`config.mk`:
```
export PLATFORM = sky130hd
export DESIGN_NAME = sram_arbiter
export DESIGN_NICKNAME = d
export VERILOG_FILES = /design/src/rtl/sram_arb_pkg.sv /design/src/rtl/rr_arbiter.sv /design/src/rtl/sram_arbiter.sv
export SDC_FILE = /design/constraint.sdc
export NUM_CORES = 1
export LEC_CHECK = 0
export ABC_AREA = 0
export CORE_MARGIN = 10
export CORE_UTILIZATION = 49
export CTS_CLUSTER_SIZE = 24
export DETAILED_ROUTE_END_ITERATION = 10
export GPL_TIMING_DRIVEN = 0
export PLACE_DENSITY = 0.95
export SLEW_MARGIN = 20
export SYNTH_ARGS = -nofsm -noshare
export SYNTH_HDL_FRONTEND = slang
export SYNTH_SLANG_ARGS = --single-unit
```
`constraint.sdc`:
```
create_clock -name Clk -period 4.9 [get_ports Clk]
set_input_delay 1.225 -clock Clk [delete_from_list [all_inputs] [get_ports Clk]]
set_output_delay 1.225 -clock Clk [all_outputs]
set_load 0.02 [all_outputs]
```
`src/rtl/sram_arb_pkg.sv`:
```
// Shared types and constants for the SRAM arbiter.
// Contents: FSM state enum, default SRAM widths, the command latch payload.
package sram_arb_pkg;

    localparam int unsigned SRAM_ADDR_W = 20;
    localparam int unsigned SRAM_DATA_W = 16;
    // Command index field is wide enough for up to 16 requesters.
    localparam int unsigned CMD_IDX_W   = 4;
    // Access-length counter holds ACCESS_CYCLES-1 for ACCESS_CYCLES in 1..15.
    localparam int unsigned CNT_W       = 4;

    typedef enum logic [1:0] {
        IDLE   = 2'd0,
        SETUP  = 2'd1,
        ACCESS = 2'd2,
        HOLD   = 2'd3
    } state_t;

    // Latched copy of the granted requester's command, frozen for one access.
    typedef struct packed {
        logic [CMD_IDX_W-1:0]   idx;
        logic                   we;
        logic [1:0]             be;
        logic [SRAM_ADDR_W-1:0] addr;
        logic [SRAM_DATA_W-1:0] wdata;
    } cmd_t;

endpackage

```
`src/rtl/rr_arbiter.sv`:
```
// Combinational round-robin winner select.
// Ports: req (request vector), ptr (search start index),
//        grant_c (one-hot winner), idx_c (winner index; 0 when no request).
module rr_arbiter #(
    parameter int unsigned N     = 3,
    parameter int unsigned IDX_W = 2
) (
    input  logic [N-1:0]     req,
    input  logic [IDX_W-1:0] ptr,
    output logic [N-1:0]     grant_c,
    output logic [IDX_W-1:0] idx_c
);

    // Walk the ports starting at ptr; first asserted request wins.
    always_comb begin
        logic             found;
        logic [IDX_W-1:0] j;
        grant_c = '0;
        idx_c   = '0;
        found   = 1'b0;
        j       = '0;
        for (int unsigned i = 0; i < N; i++) begin
            j = IDX_W'((32'(ptr) + i) % N);
            if (req[j] && !found) begin
                found      = 1'b1;
                grant_c[j] = 1'b1;
                idx_c      = j;
            end
        end
    end

endmodule

```
`src/rtl/sram_arbiter.sv`:
```
// Arbitrates one asynchronous 16-bit SRAM port among NUM_REQ requesters and
// sequences each access as SETUP / ACCESS(xACCESS_CYCLES) / HOLD.
// Ports: Clk, Reset_N (async active-low); per-port req/we/be/addr/wdata in,
//        ack (one-cycle pulse) and rdata out; SRAM_ADDR and active-low
//        SRAM_CE_N/OE_N/WE_N/UB_N/LB_N strobes, sram_wdata/sram_dq_oe to the
//        tristate layer, sram_rdata from it. All outputs are registered.
// Option: define SRAM_ARB_DISPLAY_PRIO_EN to give port 0 absolute priority,
//         with ports 1..NUM_REQ-1 round-robin among themselves.
module sram_arbiter
    import sram_arb_pkg::*;
#(
    parameter int unsigned NUM_REQ       = 3,
    parameter int unsigned ADDR_W        = SRAM_ADDR_W,
    parameter int unsigned DATA_W        = SRAM_DATA_W,
    parameter int unsigned ACCESS_CYCLES = 2
) (
    input  logic                      Clk,
    input  logic                      Reset_N,
    input  logic [NUM_REQ-1:0]        req,
    input  logic [NUM_REQ-1:0]        we,
    input  logic [2*NUM_REQ-1:0]      be,
    input  logic [NUM_REQ*ADDR_W-1:0] addr,
    input  logic [NUM_REQ*DATA_W-1:0] wdata,
    output logic [NUM_REQ-1:0]        ack,
    output logic [DATA_W-1:0]         rdata,
    output logic [ADDR_W-1:0]         SRAM_ADDR,
    output logic                      SRAM_CE_N,
    output logic                      SRAM_OE_N,
    output logic                      SRAM_WE_N,
    output logic                      SRAM_UB_N,
    output logic                      SRAM_LB_N,
    output logic [DATA_W-1:0]         sram_wdata,
    output logic                      sram_dq_oe,
    input  logic [DATA_W-1:0]         sram_rdata
);

    localparam int unsigned IDX_W = (NUM_REQ > 1) ? $clog2(NUM_REQ) : 1;

    state_t             state_q, state_d;
    cmd_t               cmd_q, cmd_d;
    logic [CNT_W-1:0]   cnt_q, cnt_d;
    logic [IDX_W-1:0]   ptr_q, ptr_d;
    logic [NUM_REQ-1:0] ack_d;
    logic [DATA_W-1:0]  rdata_d;
    logic [ADDR_W-1:0]  addr_d;
    logic [DATA_W-1:0]  wdata_d;
    logic               ce_n_d, oe_n_d, we_n_d, ub_n_d, lb_n_d, dq_oe_d;

    logic [NUM_REQ-1:0] rr_req;
    logic [NUM_REQ-1:0] rr_grant;
    logic [IDX_W-1:0]   rr_idx;
    logic               win_valid;
    logic [IDX_W-1:0]   win_idx;

    // Port 0 is removed from the rotating search when it has fixed priority.
`ifdef SRAM_ARB_DISPLAY_PRIO_EN
    assign rr_req = req & ~NUM_REQ'(1);
`else
    assign rr_req = req;
`endif

    rr_arbiter #(
        .N     (NUM_REQ),
        .IDX_W (IDX_W)
    ) u_rr (
        .req     (rr_req),
        .ptr     (ptr_q),
        .grant_c (rr_grant),
        .idx_c   (rr_idx)
    );

    // Next state, command latch, pointer and next registered output values.
    always_comb begin
        int unsigned nxt;
        state_d = state_q;
        cmd_d   = cmd_q;
        cnt_d   = cnt_q;
        ptr_d   = ptr_q;
        ack_d   = '0;
        rdata_d = rdata;
        nxt     = 0;

        win_valid = |rr_grant;
        win_idx   = rr_idx;
`ifdef SRAM_ARB_DISPLAY_PRIO_EN
        if (req[0]) begin
            win_valid = 1'b1;
            win_idx   = '0;
        end
`endif

        unique case (state_q)
            IDLE: begin
                if (win_valid) begin
                    cmd_d.idx = CMD_IDX_W'(win_idx);
                    for (int i = 0; i < int'(NUM_REQ); i++) begin
                        if (win_idx == IDX_W'(i)) begin
                            cmd_d.we    = we[i];
                            cmd_d.be    = be[2*i +: 2];
                            cmd_d.addr  = SRAM_ADDR_W'(addr[i*ADDR_W +: ADDR_W]);
                            cmd_d.wdata = SRAM_DATA_W'(wdata[i*DATA_W +: DATA_W]);
                        end
                    end
                    nxt = 32'(win_idx) + 1;
`ifdef SRAM_ARB_DISPLAY_PRIO_EN
                    // Pointer rotates over ports 1..NUM_REQ-1 only.
                    if (nxt >= NUM_REQ) nxt = 1;
                    if (!req[0]) ptr_d = IDX_W'(nxt);
`else
                    if (nxt >= NUM_REQ) nxt = 0;
                    ptr_d = IDX_W'(nxt);
`endif
                    state_d = SETUP;
                end
            end
            SETUP: begin
                cnt_d   = CNT_W'(ACCESS_CYCLES - 1);
                state_d = ACCESS;
            end
            ACCESS: begin
                if (cnt_q == '0) begin
                    state_d                     = HOLD;
                    ack_d[IDX_W'(cmd_q.idx)]    = 1'b1;
                    if (!cmd_q.we) rdata_d      = sram_rdata;
                end else begin
                    cnt_d = cnt_q - CNT_W'(1);
                end
            end
            HOLD: begin
                state_d = IDLE;
            end
            default: begin
                state_d = IDLE;
            end
        endcase

        // Strobes reflect the state being entered so they leave a flop directly.
        ce_n_d  = 1'b1;
        oe_n_d  = 1'b1;
        we_n_d  = 1'b1;
        ub_n_d  = 1'b1;
        lb_n_d  = 1'b1;
        dq_oe_d = 1'b0;
        addr_d  = SRAM_ADDR;
        wdata_d = sram_wdata;
        if (state_d != IDLE) begin
            ce_n_d  = 1'b0;
            ub_n_d  = ~cmd_d.be[1];
            lb_n_d  = ~cmd_d.be[0];
            addr_d  = ADDR_W'(cmd_d.addr);
            dq_oe_d = cmd_d.we;
            if (cmd_d.we) wdata_d = DATA_W'(cmd_d.wdata);
        end
        if (state_d == ACCESS) begin
            oe_n_d = cmd_d.we;
            we_n_d = ~cmd_d.we;
        end
    end

    // State and output registers; reset releases every strobe at once.
    always_ff @(posedge Clk or negedge Reset_N) begin
        if (!Reset_N) begin
            state_q    <= IDLE;
            cmd_q      <= '0;
            cnt_q      <= '0;
            ptr_q      <= '0;
            ack        <= '0;
            rdata      <= '0;
            SRAM_ADDR  <= '0;
            SRAM_CE_N  <= 1'b1;
            SRAM_OE_N  <= 1'b1;
            SRAM_WE_N  <= 1'b1;
            SRAM_UB_N  <= 1'b1;
            SRAM_LB_N  <= 1'b1;
            sram_wdata <= '0;
            sram_dq_oe <= 1'b0;
        end else begin
            state_q    <= state_d;
            cmd_q      <= cmd_d;
            cnt_q      <= cnt_d;
            ptr_q      <= ptr_d;
            ack        <= ack_d;
            rdata      <= rdata_d;
            SRAM_ADDR  <= addr_d;
            SRAM_CE_N  <= ce_n_d;
            SRAM_OE_N  <= oe_n_d;
            SRAM_WE_N  <= we_n_d;
            SRAM_UB_N  <= ub_n_d;
            SRAM_LB_N  <= lb_n_d;
            sram_wdata <= wdata_d;
            sram_dq_oe <= dq_oe_d;
        end
    end

endmodule

```
== Word level (Yosys, flattened, before mapping) ==
Cells that the tools add are included.
Storage, ports and cells
  flip-flop bits (word level): 110
  bits in latches: 0
  memory bits (writable): 0
  bits in read-only memories: 0
  input port bits: 138
  output and inout bits: 61
  logic and storage cells: 106
  memories kept: 0
Operators by class
  add/subtract/negate cells: 4
  multipliers: 0
  div/mod/pow operators: 3
  $lt $le $gt $ge: 9
  eq/ne operators: 7
  shift operators: 0
  mux-type cells: 41
  bitwise gates (word level): 6
  reductions and logical operators: 18
Operators with widths (count)
  2-to-1 mux 39 bit: 5
  modulo 32 x 2 -> 32 bit (second input constant): 2
  modulo 2 x 2 -> 32 bit (second input constant): 1
  2-to-1 mux 1 bit: 15
  2-to-1 mux 3 bit: 5
  less-than comparator 2 x 3 -> 1 bit (second input constant): 4
  2-to-1 mux 2 bit: 6
  demux 1 bit (select 2 bit): 4
  equality test 2 bit (second input constant): 4
  >= comparator 2 x 1 -> 1 bit (second input constant): 4
  one-hot mux 2 bit (4 select lines): 1
  one-hot mux 4 bit (2 select lines): 1
  adder 2 x 1 -> 3 bit (second input constant): 2
  binary-select mux 1 bit (select 2 bit): 3
  logical AND 1 bit: 6
  OR 3 bit: 2
  AND reduction 2 bit: 3
  equality test 2 x 1 -> 1 bit (second input constant): 2
  zero test 2 bit: 2
  zero test 4 bit: 1
  2-to-1 mux 4 bit: 1
  inverter 1 bit: 4
  nonzero test 2 bit: 2
  subtractor 4 x 1 -> 4 bit (second input constant): 1
  6 further kinds: 7

== Logic depth before layout (Yosys ltp) ==
  depth after elaboration: 18
  depth in mapped cells: 14
  mapped depth without buffers: 10

== Hierarchy ==
From an unflattened synthesis, not the netlist that was laid out.
Second synthesis, totals
  cell total of the unflattened synthesis: 501
  area total of the unflattened synthesis: 5788.1 um^2
Modules (own cells, without submodules)
  sram_arbiter: times used 1, cells an instance 455, area an instance 5444.0 um^2, seq. area each 2758.9 um^2
  rr_arbiter: times used 1, cells an instance 46, area an instance 344.1 um^2, seq. area each 0.0 um^2

== Worst setup path after synthesis ==
OpenSTA, ideal clock, no wires.
  path kind: input-to-reg
  from: input req[1]
  to: register sram_wdata[10]
  library setup time: 125 ps
  arrival: 3200 ps
  required time: 4775 ps
  path slack: 1575 ps
  stages: 9
  buffers on the path: 2
  cell sequence: buf_2 -> mux2i_1 -> o22ai_1 -> a311oi_2 -> o21a_2 -> nand3_2 -> o2111ai_4 -> buf_6 -> mux2_2
Between the ends
  word-level cells in the longest chain between the ends: 16
  elaborated cells on any way between the ends: 33
  classes of those cells: eq/ne: 2; mux: 21; bitwise: 2; reduce/logical: 8
Ends and longest elaborated chain
  start, declared: line sram_arbiter.sv:19  | input logic [NUM_REQ-1:0] req,
  binary-select mux 1 bit (select 2 bit): line rr_arbiter.sv:24  | if (req[j] && !found) begin
  2-to-1 mux 1 bit (not written as such): line rr_arbiter.sv:24
  2-to-1 mux 1 bit: line rr_arbiter.sv:24
  zero test 1 bit: line rr_arbiter.sv:24
  logical AND 1 bit: line rr_arbiter.sv:24
  2-to-1 mux 1 bit: line rr_arbiter.sv:24
  zero test 1 bit: line rr_arbiter.sv:24
  logical AND 1 bit: line rr_arbiter.sv:24
  2-to-1 mux 2 bit: line rr_arbiter.sv:24
  zero test 2 bit: line sram_arbiter.sv:97  | if (win_idx == IDX_W'(i)) begin
  2-to-1 mux 39 bit (3 in series): line sram_arbiter.sv:97
  2-to-1 mux 39 bit: line sram_arbiter.sv:94  | if (win_valid) begin
  2-to-1 mux 39 bit: line sram_arbiter.sv:92  | unique case (state_q)
  AND reduction 2 bit (no source line)
  end signal, assigned: line sram_arbiter.sv:190  | sram_wdata <= wdata_d;
  end, declared: line sram_arbiter.sv:32  | output logic [DATA_W-1:0] sram_wdata,
Parallel ways exist; a longest one is shown, timed or not. The select of a mux whose other input is x is not followed.
A chain may end at the register's enable or synchronous reset.

== Worst setup path after layout ==
  from: input req[0]
  to: register SRAM_ADDR[17]
Between the ends
  word-level cells in the longest chain between the ends: 15
  elaborated cells on any way between the ends: 32
  classes of those cells: eq/ne: 2; mux: 21; bitwise: 2; reduce/logical: 7
Ends and longest elaborated chain
  binary-select mux 1 bit (select 2 bit): line rr_arbiter.sv:24
  2-to-1 mux 1 bit (not written as such): line rr_arbiter.sv:24
  2-to-1 mux 1 bit: line rr_arbiter.sv:24
  zero test 1 bit: line rr_arbiter.sv:24
  logical AND 1 bit: line rr_arbiter.sv:24
  2-to-1 mux 1 bit: line rr_arbiter.sv:24
  zero test 1 bit: line rr_arbiter.sv:24
  logical AND 1 bit: line rr_arbiter.sv:24
  2-to-1 mux 2 bit: line rr_arbiter.sv:24
  zero test 2 bit: line sram_arbiter.sv:97
  2-to-1 mux 39 bit (3 in series): line sram_arbiter.sv:97
  2-to-1 mux 39 bit: line sram_arbiter.sv:94
  2-to-1 mux 39 bit: line sram_arbiter.sv:92
  end signal, assigned: line sram_arbiter.sv:184  | SRAM_ADDR <= addr_d;
  end, declared: line sram_arbiter.sv:26  | output logic [ADDR_W-1:0] SRAM_ADDR,
Parallel ways exist; a longest one is shown, timed or not. The select of a mux whose other input is x is not followed.

==> metrics.txt <==
post-route cell area 8090 sq um; syn_nets 669; Power Total 0.00601 W; routed len/inst 21.3 um; hold crit path type flip-flop to flip-flop; prevailing post-synth register cell sky130_fd_sc_hd__dfrtp_1; DRC Markers 0; total wire length 18700 um; flip-flop and latch count after synthesis 110; CTS clk-pin slew, worst paths 0.07 ns; power dissipated by switching net loads 0.00261 W; Synth Area in XOR/XNOR 0%; max_slew headroom 40.3%; share of flip-flops with an asynchronous set or reset after synthesis 100%; total via count in the routed design 5245; post-CTS setup buffer count 0; cell type with the largest total area after synthesis sky130_fd_sc_hd__dfrtp_1; top-level I/O count 199; cell type of the slowest stage on the worst timing path sky130_fd_sc_hd__nor2_1; cell area power density 743 nW/um^2; number of synthesis warnings 0; floorplan core area 11300 sq um; Fin Clk Skew 0.00507 ns; cell breakdown of the critical path clkdlybuf4s50_1, nand2b_1, a21oi_1, o2111ai_1, nand2_1, nor2_1, clkbuf_1, o2bb2ai_1, o31ai_1; TritonCTS clock tree yes; Seq/Total Area, Yosys 48.9%; y dimension of the die 127 um; grt peak-use layer met2; count of H-tree levels built during CTS 3; endpoint required time on the critical path 5.12 ns; switching share of power 43.4%; count of buffer and inverter cells on the critical path 2; cell types occupying the most area after synthesis sky130_fd_sc_hd__dfrtp_1, sky130_fd_sc_hd__mux2_2, sky130_fd_sc_hd__mux2i_1; final clock period utilization by the worst path 87.3%; Endpoint, Worst Hold SRAM_ADDR[3]; initial detailed-routing violation count 477; Synth Instances 521; HPWL Detailed 14400 um; weighted congestion reported at the end of routability-driven placement 0.883; # nets final 878; top cell type's share of synthesized area 46.6%; placed instance area 7820 sq um; main combinational cell family by area after synthesis compound AO/OA/AOI/OAI gates; combinational cell fraction of total power 61.3%; sum of overflow across all layers after global routing 0; overall track demand over capacity in global routing 22.4%; Avg Inst Size Synth 10.8 sq um; post-route worst setup slack 0.623 ns; proportion of layout cells with a drive suffix above 1 11.2%; launch point of the worst reg-to-reg path ptr_q[0]; CTS Hold Buffers Added 0; unrepaired setup endpoints after global routing false; number of antenna violations at the first check in global routing 0; multiplexer area fraction after synthesis 12.8%; first-pass GRT wire length 29200 um; overall die area 16200 sq um; clk buf depth 2; post-synthesis instance area 5640 sq um; CTS buffer count 9; largest net degree at the start of global routing 81; final total negative setup slack 0 ns; fin util 71.5%; Slew Viols, Final 0; count of cells along the worst hold path 2; leading cell type in the layout, fill and taps excluded sky130_fd_sc_hd__clkdlybuf4s50_1; post-cts repair resize count 0; clock latency on the worst-skew pair 0.36 ns; launching element type of the critical path input port; reported max-cap violation count 0; number of enable flip-flop cells after synthesis 0; IR Drop Worst-Case VDD 0.452 mV; Worst R2R End SRAM_ADDR[17]; number of cells on the worst reg-to-reg path 11; Worst Max-Slew Pin Slew 0.892 ns; M2 GR Usage 38.8%; clock root buffer master sky130_fd_sc_hd__clkbuf_16; final setup fails 0; most frequent cells in the layout sky130_fd_sc_hd__clkdlybuf4s50_1, sky130_fd_sc_hd__dfrtp_1, sky130_fd_sc_hd__nor2_1, sky130_fd_sc_hd__nand2_1, sky130_fd_sc_hd__mux2i_1; static leakage 3.30 nW; number of diodes 0; met3 layer usage reported by global route 6.95%; post-place setup slack 0.366 ns; Seq pwr share 26.8%; arrival time at the worst endpoint 4.50 ns; gate family responsible for the most delay along the worst path simple AND/OR/NAND/NOR gates; beginning of the worst hold path SRAM_ADDR[3]; fin crit period 4.28 ns; num rows 39; adder-cell share of the synthesized area 2.22%; Crit path largest cell delay 0.78 ns; number of global-route vias before repair 5504; basic-gate share of the synthesized area counting and, or, nand and nor cells 12.3%; maximum achievable frequency 0.234 GHz; Internal Pwr Total 0.00340 W; Pre-antenna DRT Iters 5; Detail Route Antenna Nets 0; Num Clock Sinks 110; vias per cell 5.98; Netlist cell types 56; crit-path max FO 10; type of destination of the critical path flip-flop; met1 usage 25.5%; number of hold-slack violations in the final timing report 0; worst setup slack for register-to-register paths 1.13 ns; clock power share 11.9%; Chip Width 127 um; status completed; Initial Utilization 49.8%; type of the worst setup path input port to flip-flop; Compound-Gate Fraction of Synth Area 19.7%; number of port buffers 197; Layout area overhead 43.5%
worst reg2reg max path: stages, from the launching register on:
cell                        delay (ns)
sky130_fd_sc_hd__dfrtp_1          0.38
sky130_fd_sc_hd__inv_1            0.09
sky130_fd_sc_hd__ha_1             0.28
sky130_fd_sc_hd__buf_2            0.18
sky130_fd_sc_hd__inv_1            0.13
sky130_fd_sc_hd__a21oi_1          0.11
sky130_fd_sc_hd__o2111ai_1        0.51
sky130_fd_sc_hd__nand2_1          0.38
sky130_fd_sc_hd__nor2_1           0.78
sky130_fd_sc_hd__clkbuf_1         0.49
sky130_fd_sc_hd__o2bb2ai_1        0.21
sky130_fd_sc_hd__o31ai_1          0.12
area by class of cell:
cell class	count	area [sq um]
clock buffers	13	240
fillers	804	3230
well taps	143	179
plain buffers	36	183
clock inverters	2	35.0
inverters	12	45.0
multi-input cells	363	2650
flip-flops and latches	110	2760
repair buffers	198	2000
how the worst max path moves through the flow:
| stage | slack (ns) | depth (start not counted) | endpoint | startpoint |
|---|---|---|---|---|
| 2_1_floorplan | 1.57 | 9 | sram_wdata[10] | req[1] |
| 3_3_place_gp | -1.37 | 1 | rdata[0] | Reset_N |
| 3_5_place_dp | 0.37 | 9 | SRAM_ADDR[15] | req[0] |
| 4_1_cts | 0.72 | 9 | SRAM_ADDR[17] | req[0] |
| 5_1_grt | 0.44 | 9 | SRAM_ADDR[10] | req[0] |
| 6_report | 0.62 | 9 | SRAM_ADDR[17] | req[0] |
synth_stat cells (all sizes together) (2+ instances only):
master and instances:
a211oi 2, a21oi 4, a221o 14, a221oi 2, a31oi 4, and3b 2
buf 23, clkbuf 13, dfrtp 105, dfstp 5, ha 10, inv 12
mux2 33, mux2i 35, nand2 42, nand2b 8, nand3 5, nand4 4
nor2 45, nor2b 4, nor3 32, nor3b 3, nor4 2, o2111ai 2
o211ai 3, o21a 3, o21ai 30, o221a 3, o22a 2, o2bb2ai 18
o31ai 19, o32a 19
metal layers:
| layer | vias to the layer above | wire length [um] |
|---|---|---|
| met5 | - | 0 |
| met4 | 0 | 448 |
| met3 | 30 | 1500 |
| met2 | 245 | 9490 |
| met1 | 2603 | 7270 |
| li1 | 2367 | - |
power by group through the flow:
stage / Clock (W) / Combinational, W / Sequential [W]
floorplan: 0 / 0.00215 / 0.00185
global placement: 0 / 0.00352 / 0.00159
detailed placement: 0 / 0.00366 / 0.00162
CTS: 0.000726 / 0.00368 / 0.00161
global route: 0.000756 / 0.00397 / 0.00165
finish: 0.000717 / 0.00369 / 0.00161
cell families (layout without fill, tap and decap cells):
group / after synthesis / count (layout)
AOI/OAI and AO/OA: 135 / 135
adders and majority gates: 10 / 10
buffers and inverters: 48 / 261
DFF: 110 / 110
muxes: 68 / 68
and+or+nand+nor: 150 / 150
state kept, by name (all words and copies together), names as in the netlist, 2 cells and up:
| signal | count |
|---|---|
| state_q | 2 |
| ack | 3 |
| cnt_q | 4 |
| sram_wdata | 16 |
| SRAM_ADDR | 20 |
| cmd_q | 41 |
| ptr_q | 2 |
| rdata | 16 |
stage by stage:
stage,instances,hold WS [ns]
floorplan,521,0.445
global placement,861,0.464
detailed placement,862,0.466
CTS,877,0.481
global route,877,0.507
finish,877,0.479
Power figures use the tool's default switching activity.
